## src/rtl/sprite_pkg.sv

```systemverilog
// Sprite constants and types shared by the sprite read path.
// Latency: n/a (declarations only).
// Backpressure: n/a.
package sprite_pkg;

  // Per-sprite geometry for the "patrick" sprite ROM
  localparam int PATRICK_W      = 70;
  localparam int PATRICK_H      = 70;
  localparam int PATRICK_FRAMES = 1;

  // Palette and screen geometry
  localparam int PAL_W           = 5;
  localparam int TRANSPARENT_IDX = 0;
  localparam int COORD_W         = 10;

  typedef logic [COORD_W-1:0] coord_t;
  typedef logic [PAL_W-1:0]   pal_idx_t;

  // Width of a counter that must hold 0..n-1; never narrower than one bit
  function automatic int cnt_w(input int n);
    return (n > 1) ? $clog2(n) : 1;
  endfunction

endpackage

```

## src/rtl/sprite_frame_ctr.sv

```systemverilog
// Shadow sprite position/flip plus animation frame sequencing, all updated only on frame_start.
// Latency: new values visible the cycle after the frame_start edge.
// Backpressure: none; frame_start is a free-running pulse.
//
// Ports:
//   i_clk, i_rst_n        clock, synchronous active-low reset
//   i_frame_start         one-cycle pulse at vertical sync
//   i_spr_x/i_spr_y/i_flip_h  requested position and mirror
//   o_x_s/o_y_s/o_flip_s  position and mirror held for the whole frame
//   o_frame_idx           current animation frame
module sprite_frame_ctr
  import sprite_pkg::*;
#(
  parameter int COORD_W     = sprite_pkg::COORD_W,
  parameter int NUM_FRAMES  = 1,
  parameter int FRAME_TICKS = 8,
  parameter int FIDX_W      = cnt_w(NUM_FRAMES)
) (
  input  logic               i_clk,
  input  logic               i_rst_n,
  input  logic               i_frame_start,
  input  logic [COORD_W-1:0] i_spr_x,
  input  logic [COORD_W-1:0] i_spr_y,
  input  logic               i_flip_h,
  output logic [COORD_W-1:0] o_x_s,
  output logic [COORD_W-1:0] o_y_s,
  output logic               o_flip_s,
  output logic [FIDX_W-1:0]  o_frame_idx
);

  localparam int TICK_W = cnt_w(FRAME_TICKS);
  localparam logic [TICK_W-1:0] L_TICK_LAST  = TICK_W'(FRAME_TICKS - 1);
  localparam logic [TICK_W-1:0] L_TICK_ONE   = TICK_W'(1);
  localparam logic [FIDX_W-1:0] L_FRAME_LAST = FIDX_W'(NUM_FRAMES - 1);
  localparam logic [FIDX_W-1:0] L_FRAME_ONE  = FIDX_W'(1);

  logic [COORD_W-1:0] r_x_s;
  logic [COORD_W-1:0] r_y_s;
  logic               r_flip_s;
  logic [TICK_W-1:0]  r_tick_cnt;
  logic [FIDX_W-1:0]  r_frame_idx;

  always_ff @(posedge i_clk) begin
    if (!i_rst_n) begin
      r_x_s       <= '0;
      r_y_s       <= '0;
      r_flip_s    <= 1'b0;
      r_tick_cnt  <= '0;
      r_frame_idx <= '0;
    end else if (i_frame_start) begin
      r_x_s    <= i_spr_x;
      r_y_s    <= i_spr_y;
      r_flip_s <= i_flip_h;
      if (r_tick_cnt == L_TICK_LAST) begin
        r_tick_cnt  <= '0;
        r_frame_idx <= (r_frame_idx == L_FRAME_LAST) ? '0 : (r_frame_idx + L_FRAME_ONE);
      end else begin
        r_tick_cnt <= r_tick_cnt + L_TICK_ONE;
      end
    end
  end

  assign o_x_s       = r_x_s;
  assign o_y_s       = r_y_s;
  assign o_flip_s    = r_flip_s;
  assign o_frame_idx = r_frame_idx;

endmodule

```

## src/rtl/sprite_reader.sv

```systemverilog
// Sprite ROM read side: beam coordinates -> ROM address -> palette index + sprite_on.
// Latency: 3 edges from pixel sample to output (address reg, ROM reg, output reg); 1 pixel/cycle.
// Backpressure: none; fixed non-stalling pipeline, pix_valid=0 travels as a bubble.
//
// Ports:
//   Clk, Reset                 clock, synchronous active-low reset
//   frame_start                vsync pulse; latches SprX/SprY/flip_h and steps animation
//   pix_valid, DrawX, DrawY    beam pixel
//   SprX, SprY, flip_h         requested sprite placement
//   rom_addr / rom_data        ROM interface (data valid one cycle after address)
//   pix_out_valid, sprite_on, color_idx  to color mapper
module sprite_reader
  import sprite_pkg::*;
#(
  parameter int SPR_W       = PATRICK_W,
  parameter int SPR_H       = PATRICK_H,
  parameter int NUM_FRAMES  = PATRICK_FRAMES,
  parameter int FRAME_TICKS = 8,
  parameter int ADDR_W      = 13,
  parameter int DATA_W      = PAL_W,
  parameter int COORD_W     = sprite_pkg::COORD_W,
  parameter int TRANSPARENT = TRANSPARENT_IDX
) (
  input  logic               Clk,
  input  logic               Reset,
  input  logic               frame_start,
  input  logic               pix_valid,
  input  logic [COORD_W-1:0] DrawX,
  input  logic [COORD_W-1:0] DrawY,
  input  logic [COORD_W-1:0] SprX,
  input  logic [COORD_W-1:0] SprY,
  input  logic               flip_h,
  output logic [ADDR_W-1:0]  rom_addr,
  input  logic [DATA_W-1:0]  rom_data,
  output logic               pix_out_valid,
  output logic               sprite_on,
  output logic [DATA_W-1:0]  color_idx
);

  localparam int FIDX_W = cnt_w(NUM_FRAMES);

  // All frames must fit in the ROM address space
  if (NUM_FRAMES * SPR_W * SPR_H > 2 ** ADDR_W) begin : g_rom_too_small
    $error("sprite_reader: NUM_FRAMES*SPR_W*SPR_H exceeds 2**ADDR_W");
  end

  // Coordinates are compared one bit wider so x_s+SPR_W never wraps
  localparam logic [COORD_W:0]  L_W_C     = (COORD_W+1)'(SPR_W);
  localparam logic [COORD_W:0]  L_H_C     = (COORD_W+1)'(SPR_H);
  localparam logic [COORD_W:0]  L_W_M1_C  = (COORD_W+1)'(SPR_W - 1);
  localparam logic [ADDR_W-1:0] L_W_A     = ADDR_W'(SPR_W);
  localparam logic [ADDR_W-1:0] L_FRAME_A = ADDR_W'(SPR_W * SPR_H);
  localparam logic [DATA_W-1:0] L_TRANSP  = DATA_W'(TRANSPARENT);

  logic [COORD_W-1:0] w_x_s;
  logic [COORD_W-1:0] w_y_s;
  logic               w_flip_s;
  logic [FIDX_W-1:0]  w_frame_idx;

  logic [COORD_W:0]   w_px;
  logic [COORD_W:0]   w_py;
  logic [COORD_W:0]   w_sx;
  logic [COORD_W:0]   w_sy;
  logic [COORD_W:0]   w_dx;
  logic [COORD_W:0]   w_dy;
  logic [COORD_W:0]   w_col;
  logic               w_hit;
  logic [ADDR_W-1:0]  w_addr;
  logic               w_on;

  logic [ADDR_W-1:0]  r_rom_addr;
  logic               r_s1_valid;
  logic               r_s1_hit;
  logic               r_s2_valid;
  logic               r_s2_hit;
  logic               r_pix_out_valid;
  logic               r_sprite_on;
  logic [DATA_W-1:0]  r_color_idx;

  sprite_frame_ctr #(
    .COORD_W     (COORD_W),
    .NUM_FRAMES  (NUM_FRAMES),
    .FRAME_TICKS (FRAME_TICKS),
    .FIDX_W      (FIDX_W)
  ) u_frame_ctr (
    .i_clk         (Clk),
    .i_rst_n       (Reset),
    .i_frame_start (frame_start),
    .i_spr_x       (SprX),
    .i_spr_y       (SprY),
    .i_flip_h      (flip_h),
    .o_x_s         (w_x_s),
    .o_y_s         (w_y_s),
    .o_flip_s      (w_flip_s),
    .o_frame_idx   (w_frame_idx)
  );

  // Hit test and address use the shadow values, so a pixel that coincides
  // with frame_start still sees the previous frame's placement.
  assign w_px  = {1'b0, DrawX};
  assign w_py  = {1'b0, DrawY};
  assign w_sx  = {1'b0, w_x_s};
  assign w_sy  = {1'b0, w_y_s};
  assign w_hit = (w_px >= w_sx) && (w_px < (w_sx + L_W_C)) &&
                 (w_py >= w_sy) && (w_py < (w_sy + L_H_C));
  assign w_dx  = w_px - w_sx;
  assign w_dy  = w_py - w_sy;
  assign w_col = w_flip_s ? (L_W_M1_C - w_dx) : w_dx;

  // Frames are stored back-to-back; arithmetic is modulo 2**ADDR_W
  assign w_addr = (ADDR_W'(w_frame_idx) * L_FRAME_A) + (ADDR_W'(w_dy) * L_W_A) + ADDR_W'(w_col);

  // rom_data lines up with the stage-2 bits: both were launched by the same address edge
  assign w_on = r_s2_valid && r_s2_hit && (rom_data != L_TRANSP);

  always_ff @(posedge Clk) begin
    if (!Reset) begin
      r_rom_addr      <= '0;
      r_s1_valid      <= 1'b0;
      r_s1_hit        <= 1'b0;
      r_s2_valid      <= 1'b0;
      r_s2_hit        <= 1'b0;
      r_pix_out_valid <= 1'b0;
      r_sprite_on     <= 1'b0;
      r_color_idx     <= '0;
    end else begin
      r_rom_addr      <= w_hit ? w_addr : '0;
      r_s1_valid      <= pix_valid;
      r_s1_hit        <= w_hit;
      r_s2_valid      <= r_s1_valid;
      r_s2_hit        <= r_s1_hit;
      r_pix_out_valid <= r_s2_valid;
      r_sprite_on     <= w_on;
      r_color_idx     <= w_on ? rom_data : '0;
    end
  end

  assign rom_addr      = r_rom_addr;
  assign pix_out_valid = r_pix_out_valid;
  assign sprite_on     = r_sprite_on;
  assign color_idx     = r_color_idx;

endmodule

```

## config.mk

```make
export PLATFORM = sky130hd
export DESIGN_NAME = sprite_reader
export DESIGN_NICKNAME = d
export VERILOG_FILES = /design/src/rtl/sprite_pkg.sv /design/src/rtl/sprite_frame_ctr.sv /design/src/rtl/sprite_reader.sv
export SDC_FILE = /design/constraint.sdc
export NUM_CORES = 1
export LEC_CHECK = 0
export ABC_CLOCK_PERIOD_IN_PS = 6600
export CAP_MARGIN = 20
export CORE_UTILIZATION = 35
export CTS_BUF_LIST = sky130_fd_sc_hd__clkbuf_8
export DETAILED_ROUTE_END_ITERATION = 8
export PLACE_DENSITY_LB_ADDON = 0.2
export SETUP_SLACK_MARGIN = 0.4
export SYNTH_ARGS = -nofsm -noshare
export SYNTH_HDL_FRONTEND = slang
export SYNTH_SLANG_ARGS = --single-unit
export TNS_END_PERCENT = 5
```

## constraint.sdc

```tcl
create_clock -name Clk -period 6.6 [get_ports Clk]
set_clock_uncertainty 0.05 [all_clocks]
set_input_delay 1.98 -clock Clk [delete_from_list [all_inputs] [get_ports Clk]]
set_output_delay 1.98 -clock Clk [all_outputs]
set_load 0.02 [all_outputs]
```

; ---- After elaboration in Yosys (flattened, before gate mapping)
; Index checks and enable logic that the tools add are counted.
[classes]
add_sub_neg = 9
multipliers = 2
n_div = 0
n_lt_le_gt_ge = 4
eq_ne = 1
shifts = 0
muxes = 3
bitwise_logic = 0
n_reduce_logical = 9
[op_table]
columns = cell, count
row1 = 10-bit by 7-bit adder with 11-bit output (second input constant), 2
row2 = 10-bit by 11-bit < comparator with 1-bit output, 2
row3 = 10-bit by 10-bit subtractor with 11-bit output, 2
row4 = 10-bit >= comparator, 2
row5 = 13-bit by 11-bit adder with 13-bit output, 1
row6 = 13-bit adder, 1
row7 = 11-bit by 6-bit multiplier with 12-bit output (second input constant), 1
row8 = 1-bit by 11-bit multiplier with 11-bit output (second input constant), 1
row9 = 11-bit two-way mux, 1
row10 = 7-bit by 11-bit subtractor with 11-bit output (first input constant), 1
row11 = 2-bit AND reduction, 3
row12 = 1-bit logical AND, 5
row13 = 5-bit nonzero test, 1
row14 = 3-bit by 1-bit adder with 3-bit output (second input constant), 1
row15 = 3-bit equality test (second input constant), 1
row16 = 3-bit two-way mux, 1
row17 = 1-bit adder (second input constant), 1
row18 = 1-bit two-way mux, 1
[totals]
reg_bits = 49
latchBits = 0
ramBits = 0
romBits = 0
in_bits = 50
out_inout_bits = 20
word_cells = 41
n_memories = 0

; ---- Depth between registers and ports, before layout
; Gate-level depths: netlist of run 1.
[depth]
word_depth = 6
mapped_depth = 27
depth_no_buf = 27

; ---- Modules after synthesis
; From an unflattened synthesis of run 1, not the netlist that was laid out.
[hier_totals]
cells_unflattened = 528
area_unflattened_um2 = 4687.0
[by_module_without_submodules]
columns = mod, n_inst, cells_per_inst, area_each_um2
row1 = sprite_reader, 1, 458, 3854.9
row2 = sprite_frame_ctr, 1, 70, 832.0

; ---- Worst setup path after synthesis of run 1
; Ideal clock, no wire load.
[synth_path]
kind = input port to flip-flop
startpoint = input port DrawY[0]
endpoint = register r_rom_addr[11], in the netlist rom_addr[11]
setup_time_ps = 80
t_arrival_ps = 6508
required_ps = 6470
setup_slack_ps = -38
cell_stages = 23
cell_sequence = inv_1 ha_1 fa_1 nand2b_1 a21oi_1 o31ai_1 a21oi_1 xor2_1 ha_1 ha_1 inv_1 fa_1 inv_1 ha_1 nand2_1 o21ai_0 nor2_1 xnor2_1 ha_1 ha_1 o311a_1 o311ai_0 nor3b_1
[synth_between]
elab_chain_len = 4
elab_cells_between_ends = 9
cone_classes = 3 x add/sub / 1 x mul / 2 x order compare / 3 x reduce/logical
[synth_lines]
columns = item, line
row1 = start: declaration, sprite_reader.sv:29  ; input logic [COORD_W-1:0] DrawY,
row2 = 10-bit by 10-bit subtractor with 11-bit output / 10-bit >= comparator (equally long branches), "sprite_reader.sv:107, sprite_reader.sv:105"
row3 = 11-bit by 6-bit multiplier with 12-bit output / 1-bit logical AND (equally long branches), "sprite_reader.sv:111, sprite_reader.sv:104"
row4 = 13-bit adder / 1-bit logical AND (equally long branches), "sprite_reader.sv:111, sprite_reader.sv:105"
row5 = 13-bit by 11-bit adder with 13-bit output / 2-bit AND reduction (equally long branches), -
row6 = end signal: assignment, sprite_reader.sv:127  ; r_rom_addr <= w_hit ? w_addr : '0;
row7 = end: declaration, sprite_reader.sv:71  ; logic [ADDR_W-1:0] r_rom_addr;
; Parallel ways exist; a longest one is shown, timed or not.
; A chain may end at the register's enable or synchronous reset.

; ---- Final worst setup path of run 1
[layout_path]
startpoint = input port DrawY[5]
endpoint = register r_rom_addr[11], in the netlist rom_addr[11]
; Same word-level chain as after synthesis.

==> summary.md, run 1 <==
| Metric | Value |
|---|---|
| Clk_lat worst skew | `between 300 and 400 ps` |
| Clock tree buffer depth | `2` |
| Post-route core utilization | `51.3%` |
| Flop2flop setup slack | `1430 ps` |
| All-Layer GR Usage | `between 15 and 20%` |
| Dpl cells | `787` |
| Final setup fails | `0` |
| ANT cells | `0` |
| Vias in the first global route | `3922` |
| Initial antenna violation count | `0` |
| I/O pin count | `70` |
| CTS buffer count | `5` |
| Reg power frac | `9.9%` |
| Synth warn | `0` |
| CP Depth | `23` |
| Routed WL per cell | `13.4 um` |
| Synth top area share | `between 20 and 25%` |
| Hold_ws | `391 ps` |
| Layout Nets | `783` |
| DRC violations left | `0` |
| Port Buf Inserts | `69` |
| CP cell instances | `dlygate4sd2_1, ha_4, nor2_1, a221o_1, a211o_1, ha_1, ha_4, fa_1, ha_4, inv_1, o21bai_2, a21oi_4, buf_4, o21bai_1, a21oi_2, xnor2_2, ha_4, inv_2, buf_4, nand3_1, o311a_1, o311ai_0, nor3b_2` |
| Syn Area/Cell | `8.79 um^2` |
| Worst path top cell family by delay | `adder cells` |
| Most used cell, CP | `ha_4` |
| Post-CTS Hold Buffers | `0` |
| F_max | `~160 MHz` |
| Net Sw Power | `approximately 1.3 mW` |
| Switching share of power | `41.0%` |
| FF+latch area | `901 um^2` |
| FFs w/ async S/R, synth | `0%` |
| CTS tree | `done` |
| Tightest Hold Check Type | `flop to flop` |
| Routed wl met2 | `5.40 mm` |
| Vert. Die Dim | `115 um` |
| Distinct cell type count after synthesis | `51` |
| Crit path max fanout | `4` |
| Final hold vios | `0` |
| Core Area | `between 0.01 and 0.015 mm^2` |
| Crit path buf inv count | `5` |
| Reg clk slew, reported paths | `100 ps` |
| CP Launch Type | `input port` |
| FF-to-FF Start | `u_frame_ctr.o_y_s[1]` |
| Period utilization | `a little over nine tenths` |
| Slowest-stage cell, CP | `fa_1` |
| Leakage Power | `2.70 nW` |
| GP Congestion | `about 0.87` |
| Mapped Nets | `658` |
| Yosys top cell by area | `ha_1` |
| DRT iter0 DRCs | `156` |
| Top FF cell, synth | `dfxtp_1` |
| Die Wd | `115 um` |
| Flops & latches, synth | `45` |
| CTS root buffer | `clkbuf_8` |
| Overflow after GRT | `0` |
| H-tree depth | `2` |
| Max Cap Viol | `0` |
| Worst path max stage delay | `roughly 500 ps` |
| Area growth syn-to-layout | `40.2%` |
| Unrepaired setup endpoints after global routing | `yes` |
| DR pass1 iterations | `4` |
| DR WL met3 | `268 um` |
| Comb pwr share | `84.1%` |
| CP startpoint | `DrawY[5]` |
| Top post-synthesis cells by count | `ha_1 (89), inv_1 (54), dfxtp_1 (45)` |
| Die Footprint | `0.0133 mm^2` |
| Total Wirelength | `between 10 and 15 mm` |
| Count of pins over their slew limit | `0` |
| CP endpoint kind | `flop` |
| Post-route setup TNS | `0 ps` |
| Cell count of the worst reg-to-reg path | `26` |
| Worst r2r dst | `rom_addr[11]` |
| DRT antenna net count | `0` |
| Pre-CTS setup slack | `-637 ps` |
| Final worst slack | `253 ps` |
| Top post-synthesis cells by area | `ha_1 (25%), dfxtp_1 (20%), xnor2_1 (6.8%)` |
| Clock power frac | `6.0%` |
| Setup CP Type | `input port to flop` |
| Worst Path Required | `6720 ps` |
| Layout fillers | `1104` |
| Cell internal pwr | `1.83 mW` |
| Row Count | `40` |
| Vias per std cell | `4.85` |
| Minimum clock period | `6350 ps` |
| Synth Instances | `slightly above 500` |
| Met1 WL | `around 5 mm` |
| Pwr Density | `494 mW/mm^2` |
| Worst slew pin tran | `873 ps` |
| End of the critical path | `rom_addr[11]` |
| Layout cells sized above 1 | `19.2%` |
| Post-synthesis cell area | `~0.0045 mm^2` |
| Peak VDD IR | `0.379 mV` |
| WHS Path Cells | `1` |
| Most numerous cell in the Yosys netlist | `ha_1` |
| Clock tree sinks | `45` |
| WP data arrival | `around 6500 ps` |
| Largest net degree at the start of global routing | `28` |
| Outcome | `finished clean` |
| Global-route wire length before repair | `~18 mm` |
| Final HPWL DP | `roughly 8.7 mm` |
| Post-synth EDFFs | `0` |
| Top Metal Used | `met4` |
| Vias | `3900` |
| Footprint of the multi-input gates | `0.00376 mm^2` |
| Seq/Total Area, Yosys | `20.1%` |
| Initial Util | `36.6%` |
| Non-Filler Instances | `804` |
| Slew HR | `41.6%` |
==> cell type report <==
cell class                      count  area share [%]
Clock buffer                        5            1.09
Clock inverter                      3           0.418
Inverter                           54            3.26
Multi-Input combinational cell    403            59.8
Sequential cell                    45            14.3
Tap cell                          168            3.34
Timing Repair Buffer              126            17.8
==> registers in the layout, summed over array words and instances, names as in the netlist <==
register              flops
rom_addr                 13
u_frame_ctr.o_x_s        10
u_frame_ctr.o_y_s        10
color_idx                 5
pix_out_valid             1
r_s1_hit                  1
r_s1_valid                1
r_s2_hit                  1
r_s2_valid                1
sprite_on                 1
u_frame_ctr.o_flip_s      1
==> cell usage in the layout (no fill, tap or decap), drive strengths merged, types with 18 or more instances in the layout <==
cell,count
a21oi,34
buf,59
clkdlybuf4s50,62
dfxtp,45
ha,89
inv,57
mux2i,21
nand2,18
nor2,27
nor2b,29
xnor2,35
==> how the worst min path moves through the flow <==
stage	from	slack, ps	end
5_1_grt	r_s1_hit	410	r_s2_hit
6_report	r_s1_valid	390	r_s2_valid
4_1_cts	r_s1_valid	390	r_s2_valid
3_3_place_gp	r_s1_valid	370	r_s2_valid
2_1_floorplan	r_s1_hit	360	r_s2_hit
3_5_place_dp	r_s1_valid	370	r_s2_valid
==> metal layers <==
metal / vias up / track usage (%)
met5: - / 0
met4: 0 / 3.90
met3: 5 / 2.37
met2: 49 / 31.0
met1: 1812 / 20.2
li1: 2034 / -
==> what timing repair did <==
| item | CTS | global route |
|---|---|---|
| setup buffers | 9 | 0 |
| pin swaps | 44 | 11 |
| gates resized for setup | 51 | 9 |
| gates cloned | 0 | 0 |
| endpoints found under the setup margin | 6 | 5 |
==> worst reg2reg max path: cells and delay by family (launching register included) <==
kind	cells	cell delay, ps
fa+ha+maj	6	1900
compound gates	9	1230
simple gates	4	560
buf+inv	5	510
flops	1	500
xor+xnor	2	300
==> power by group through the flow <==
stage	clock (mW)	sequential (mW)	combinational, mW
after CTS	0.197	0.307	2.57
after global routing	0.209	0.309	2.91
after global placement	0	0.313	2.34
after floorplan	0	0.326	1.64
final	0.185	0.307	2.61
after detailed placement	0	0.313	2.37
==> metrics by stage <==
stage / area (um^2) / total power, mW
floorplan: 4610 / 1.97
global placement: 5850 / 2.65
detailed placement: 5850 / 2.68
CTS: 6240 / 3.08
global route: 6280 / 3.43
finish: 6280 / 3.10
==> cells by family after synthesis <==
family / synth area share (%)
AO/OA/AOI/OAI: 16.5
adder cells (fa/ha/maj): 28.9
multiplexers: 4.69
flip-flops: 20.1
buffers and inverters: 5.22
XOR/XNOR: 10.1
AND/OR/NAND/NOR: 14.6
Power figures use the tool's default switching activity.
==> run 2, diff against run 1 <==
--- a/config.mk
+++ b/config.mk
@@ -7,12 +7,13 @@
 export LEC_CHECK = 0
 export ABC_CLOCK_PERIOD_IN_PS = 6600
 export CAP_MARGIN = 20
-export CORE_UTILIZATION = 35
+export CORE_UTILIZATION = 52
 export CTS_BUF_LIST = sky130_fd_sc_hd__clkbuf_8
 export DETAILED_ROUTE_END_ITERATION = 8
 export PLACE_DENSITY_LB_ADDON = 0.2
 export SETUP_SLACK_MARGIN = 0.4
 export SYNTH_ARGS = -nofsm -noshare
 export SYNTH_HDL_FRONTEND = slang
+export SYNTH_HIERARCHICAL = 1
 export SYNTH_SLANG_ARGS = --single-unit
 export TNS_END_PERCENT = 5
==> run 2 against run 1 <==
Global-route usage rose by 6.6 points. Cell count fell by 5.2%. Non-clock buffer count rose by 3.
==> summary.md, run 2 <==
| Metric | Value |
|---|---|
| Clk_lat worst skew | `320 ps (was 310 ps)` |
| Vias in the first global route | `4032 (was 3922)` |
| Largest net degree at the start of global routing | `29 (was 28)` |
| Hold_ws | `401 ps (was 391 ps)` |
| Outcome | `finished clean (unchanged)` |
| CTS root buffer | `clkbuf_8 (unchanged)` |
| CP Launch Type | `input port (unchanged)` |
| Peak VDD IR | `0.454 mV (was 0.379 mV)` |
| Pwr Density | `499 mW/mm^2 (was 494 mW/mm^2)` |
| Post-synthesis cell area | `0.00469 mm^2 (was 0.00448 mm^2)` |
| FF-to-FF Start | `u_frame_ctr/o_y_s[1] (was u_frame_ctr.o_y_s[1])` |
| Total Wirelength | `10.8 mm (about the same)` |
| Synth Instances | `528 (was 510)` |
| Final HPWL DP | `8.78 mm (was 8.66 mm)` |
| Post-route setup TNS | `0 ps (unchanged)` |
| FFs w/ async S/R, synth | `0% (unchanged)` |
| Die Footprint | `0.00940 mm^2 (was 0.0133 mm^2)` |
| Most frequent cells in the layout | `ha_1 (74), clkdlybuf4s50_1 (63), buf_4 (59), inv_1 (58), dfxtp_1 (45) (was ha_1 (71), clkdlybuf4s50_1 (62), buf_4 (55), inv_1 (49), dfxtp_1 (45))` |
| Unrepaired setup endpoints after global routing | `yes (unchanged)` |
| Final worst slack | `29.8 ps (was 253 ps)` |
| Final setup fails | `0 (unchanged)` |
| Non-Filler Instances | `762 (was 804)` |
| Setup CP Type | `input port to flop (unchanged)` |
| Flop2flop setup slack | `1240 ps (was 1430 ps)` |
| Synth top area share | `22.7% (was 24.8%)` |
| Hold path startpoint | `r_s1_hit (was r_s1_valid)` |
| DRC violations left | `0 (unchanged)` |
| Crit path max fanout | `4 (unchanged)` |
| Port Buf Inserts | `69 (unchanged)` |
| All-Layer GR Usage | `23.3% (was 16.7%)` |
| CTS buffer count | `5 (unchanged)` |
| Reg clk slew, reported paths | `100 ps (about the same)` |
| Distinct cell type count after synthesis | `60 (was 51)` |
| WP data arrival | `6760 ps (was 6470 ps)` |
| Most numerous cell in the Yosys netlist | `ha_1 (unchanged)` |
| Slowest-stage cell, CP | `fa_1 (unchanged)` |
| Top post-synthesis cells by area | `ha_1 (23%), dfxtp_1 (19%), xnor2_1 (6.2%) (was ha_1 (25%), dfxtp_1 (20%), xnor2_1 (6.8%))` |
| Worst slew pin tran | `787 ps (was 873 ps)` |
| Flops & latches, synth | `45 (unchanged)` |
| Vias per std cell | `5.36 (was 4.85)` |
| Leakage Power | `2.78 nW (was 2.70 nW)` |
| Global-route wire length before repair | `18.2 mm (was 17.8 mm)` |
| DRT antenna net count | `0 (unchanged)` |
| Commonest non-fill, non-tap cell in the layout | `ha_1 (unchanged)` |
| CP endpoint kind | `flop (unchanged)` |
| Max Cap Viol | `0 (unchanged)` |
| Top post-synthesis cells by count | `ha_1 (85), inv_1 (65), dfxtp_1 (45) (was ha_1 (89), inv_1 (54), dfxtp_1 (45))` |
| Yosys top cell by area | `ha_1 (unchanged)` |
| Vias | `4082 (was 3900)` |
| Synth warn | `6 (was 0)` |
| Pre-CTS setup slack | `-887 ps (was -637 ps)` |
| Dpl cells | `750 (was 787)` |
| Mapped Nets | `676 (was 658)` |
| Clock tree buffer depth | `2 (unchanged)` |
| Syn Area/Cell | `8.88 um^2 (was 8.79 um^2)` |
| Worst path max stage delay | `500 ps (about the same)` |
| Die Wd | `96.9 um (was 115 um)` |
| DRT iter0 DRCs | `104 (was 156)` |
| Area growth syn-to-layout | `33.7% (was 40.2%)` |
| Initial antenna violation count | `0 (unchanged)` |
| Clock tree sinks | `45 (unchanged)` |
| Minimum clock period | `6570 ps (was 6350 ps)` |
| Layout Nets | `801 (was 783)` |
| F_max | `152 MHz (was 158 MHz)` |
| H-tree depth | `2 (unchanged)` |
| Max reg flops | `13 (unchanged)` |
| DR pass1 iterations | `4 (unchanged)` |
| Seq/Total Area, Yosys | `19.2% (was 20.1%)` |
| CTS tree | `done (unchanged)` |
| Initial Util | `53.7% (was 36.6%)` |
| CP startpoint | `DrawY[1] (was DrawY[5])` |
| Post-synth EDFFs | `0 (unchanged)` |
| Overflow after GRT | `0 (unchanged)` |
| Core Area | `0.00872 mm^2 (was 0.0123 mm^2)` |
| Period utilization | `99.5% (was 96.2%)` |
| Vert. Die Dim | `96.9 um (was 115 um)` |
| GP Congestion | `0.854 (was 0.867)` |
| Routed WL per cell | `14.2 um (was 13.4 um)` |
| Power, Total | `3.13 mW (was 3.10 mW)` |
| Layout cells sized above 1 | `19.0% (was 19.2%)` |
| Tightest Hold Check Type | `flop to flop (unchanged)` |
| Top FF cell, synth | `dfxtp_1 (unchanged)` |
| Worst Path Required | `6790 ps (was 6720 ps)` |
| ANT cells | `0 (unchanged)` |
| Slew HR | `47.4% (was 41.6%)` |
| I/O pin count | `70 (unchanged)` |
| Count of pins over their slew limit | `0 (unchanged)` |
| Final hold vios | `0 (unchanged)` |
| Row Count | `34 (was 40)` |
-- run 2: report_power, final --
| part | leakage [nW] | switching (mW) | internal (mW) | total [mW] |
|---|---|---|---|---|
| Clock | 0.0511 | 0.117 | 0.0803 | 0.198 |
| Combinational | 2.36 | 1.22 | 1.41 | 2.62 |
| Sequential | 0.368 | 0.0135 | 0.295 | 0.309 |
-- run 2: worst paths after layout --
kind / to / cells after the start
max reg2reg: rom_addr[11] / 25
min reg2reg: r_s2_hit / 1
min: r_s2_hit / 1
max: rom_addr[11] / 25
-- run 2: metal layers --
| layer | up-vias | part of all wire (%) | track usage (%) | wire length [um] |
|---|---|---|---|---|
| met5 | - | 0 | 0 | 0 |
| met4 | 0 | 1.2 | 5.28 | 129 |
| met3 | 11 | 2.5 | 2.96 | 275 |
| met2 | 56 | 51 | 42.6 | 5520 |
| met1 | 1921 | 45 | 28.9 | 4920 |
| li1 | 2094 | - | - | - |
-- run 2: final cells by class --
type,instances,area (um^2)
clock inverter,3,28.8
inverter,65,256
timing repair buffer,129,1140
fill,665,2450
tap,108,135
sequential,45,901
multi-input combinational,407,3740
clock buffer,5,68.8
-- run 2: timing repair --
action	CTS	global route
hold buffers	0	0
pin swaps	23	9
endpoints found under the setup margin	7	6
setup buffers	3	1
resized for setup	31	8
-- run 2: logic make-up (layout without fill, tap and decap cells) --
group,count (synthesis),in the layout,synth area share [%]
fa+ha+maj,98,98,28.2
other cells,1,1,0.0800
buf+inv,76,202,7.05
flops,45,45,19.2
mux,22,22,4.70
simple gates,124,124,14.2
xor+xnor,49,49,9.61
compound gates,113,113,16.9
-- run 2: stage by stage --
step | utilization (%) | cell area [um^2]
2_1_floorplan | - | 4860
3_3_place_gp | 69.0 | 6020
3_5_place_dp | 69.0 | 6020
4_1_cts | 71.3 | 6220
5_1_grt | 71.9 | 6270
6_report | 71.9 | 6270
-- run 2: critical path, delay by kind of cell --
family                     cells  cell delay, ps
buffers and inverters          5             290
and+or+nand+nor                4            1010
xor gates and xnor gates       2             290
AOI/OAI and AO/OA              7             910
adders and majority gates      7            2240
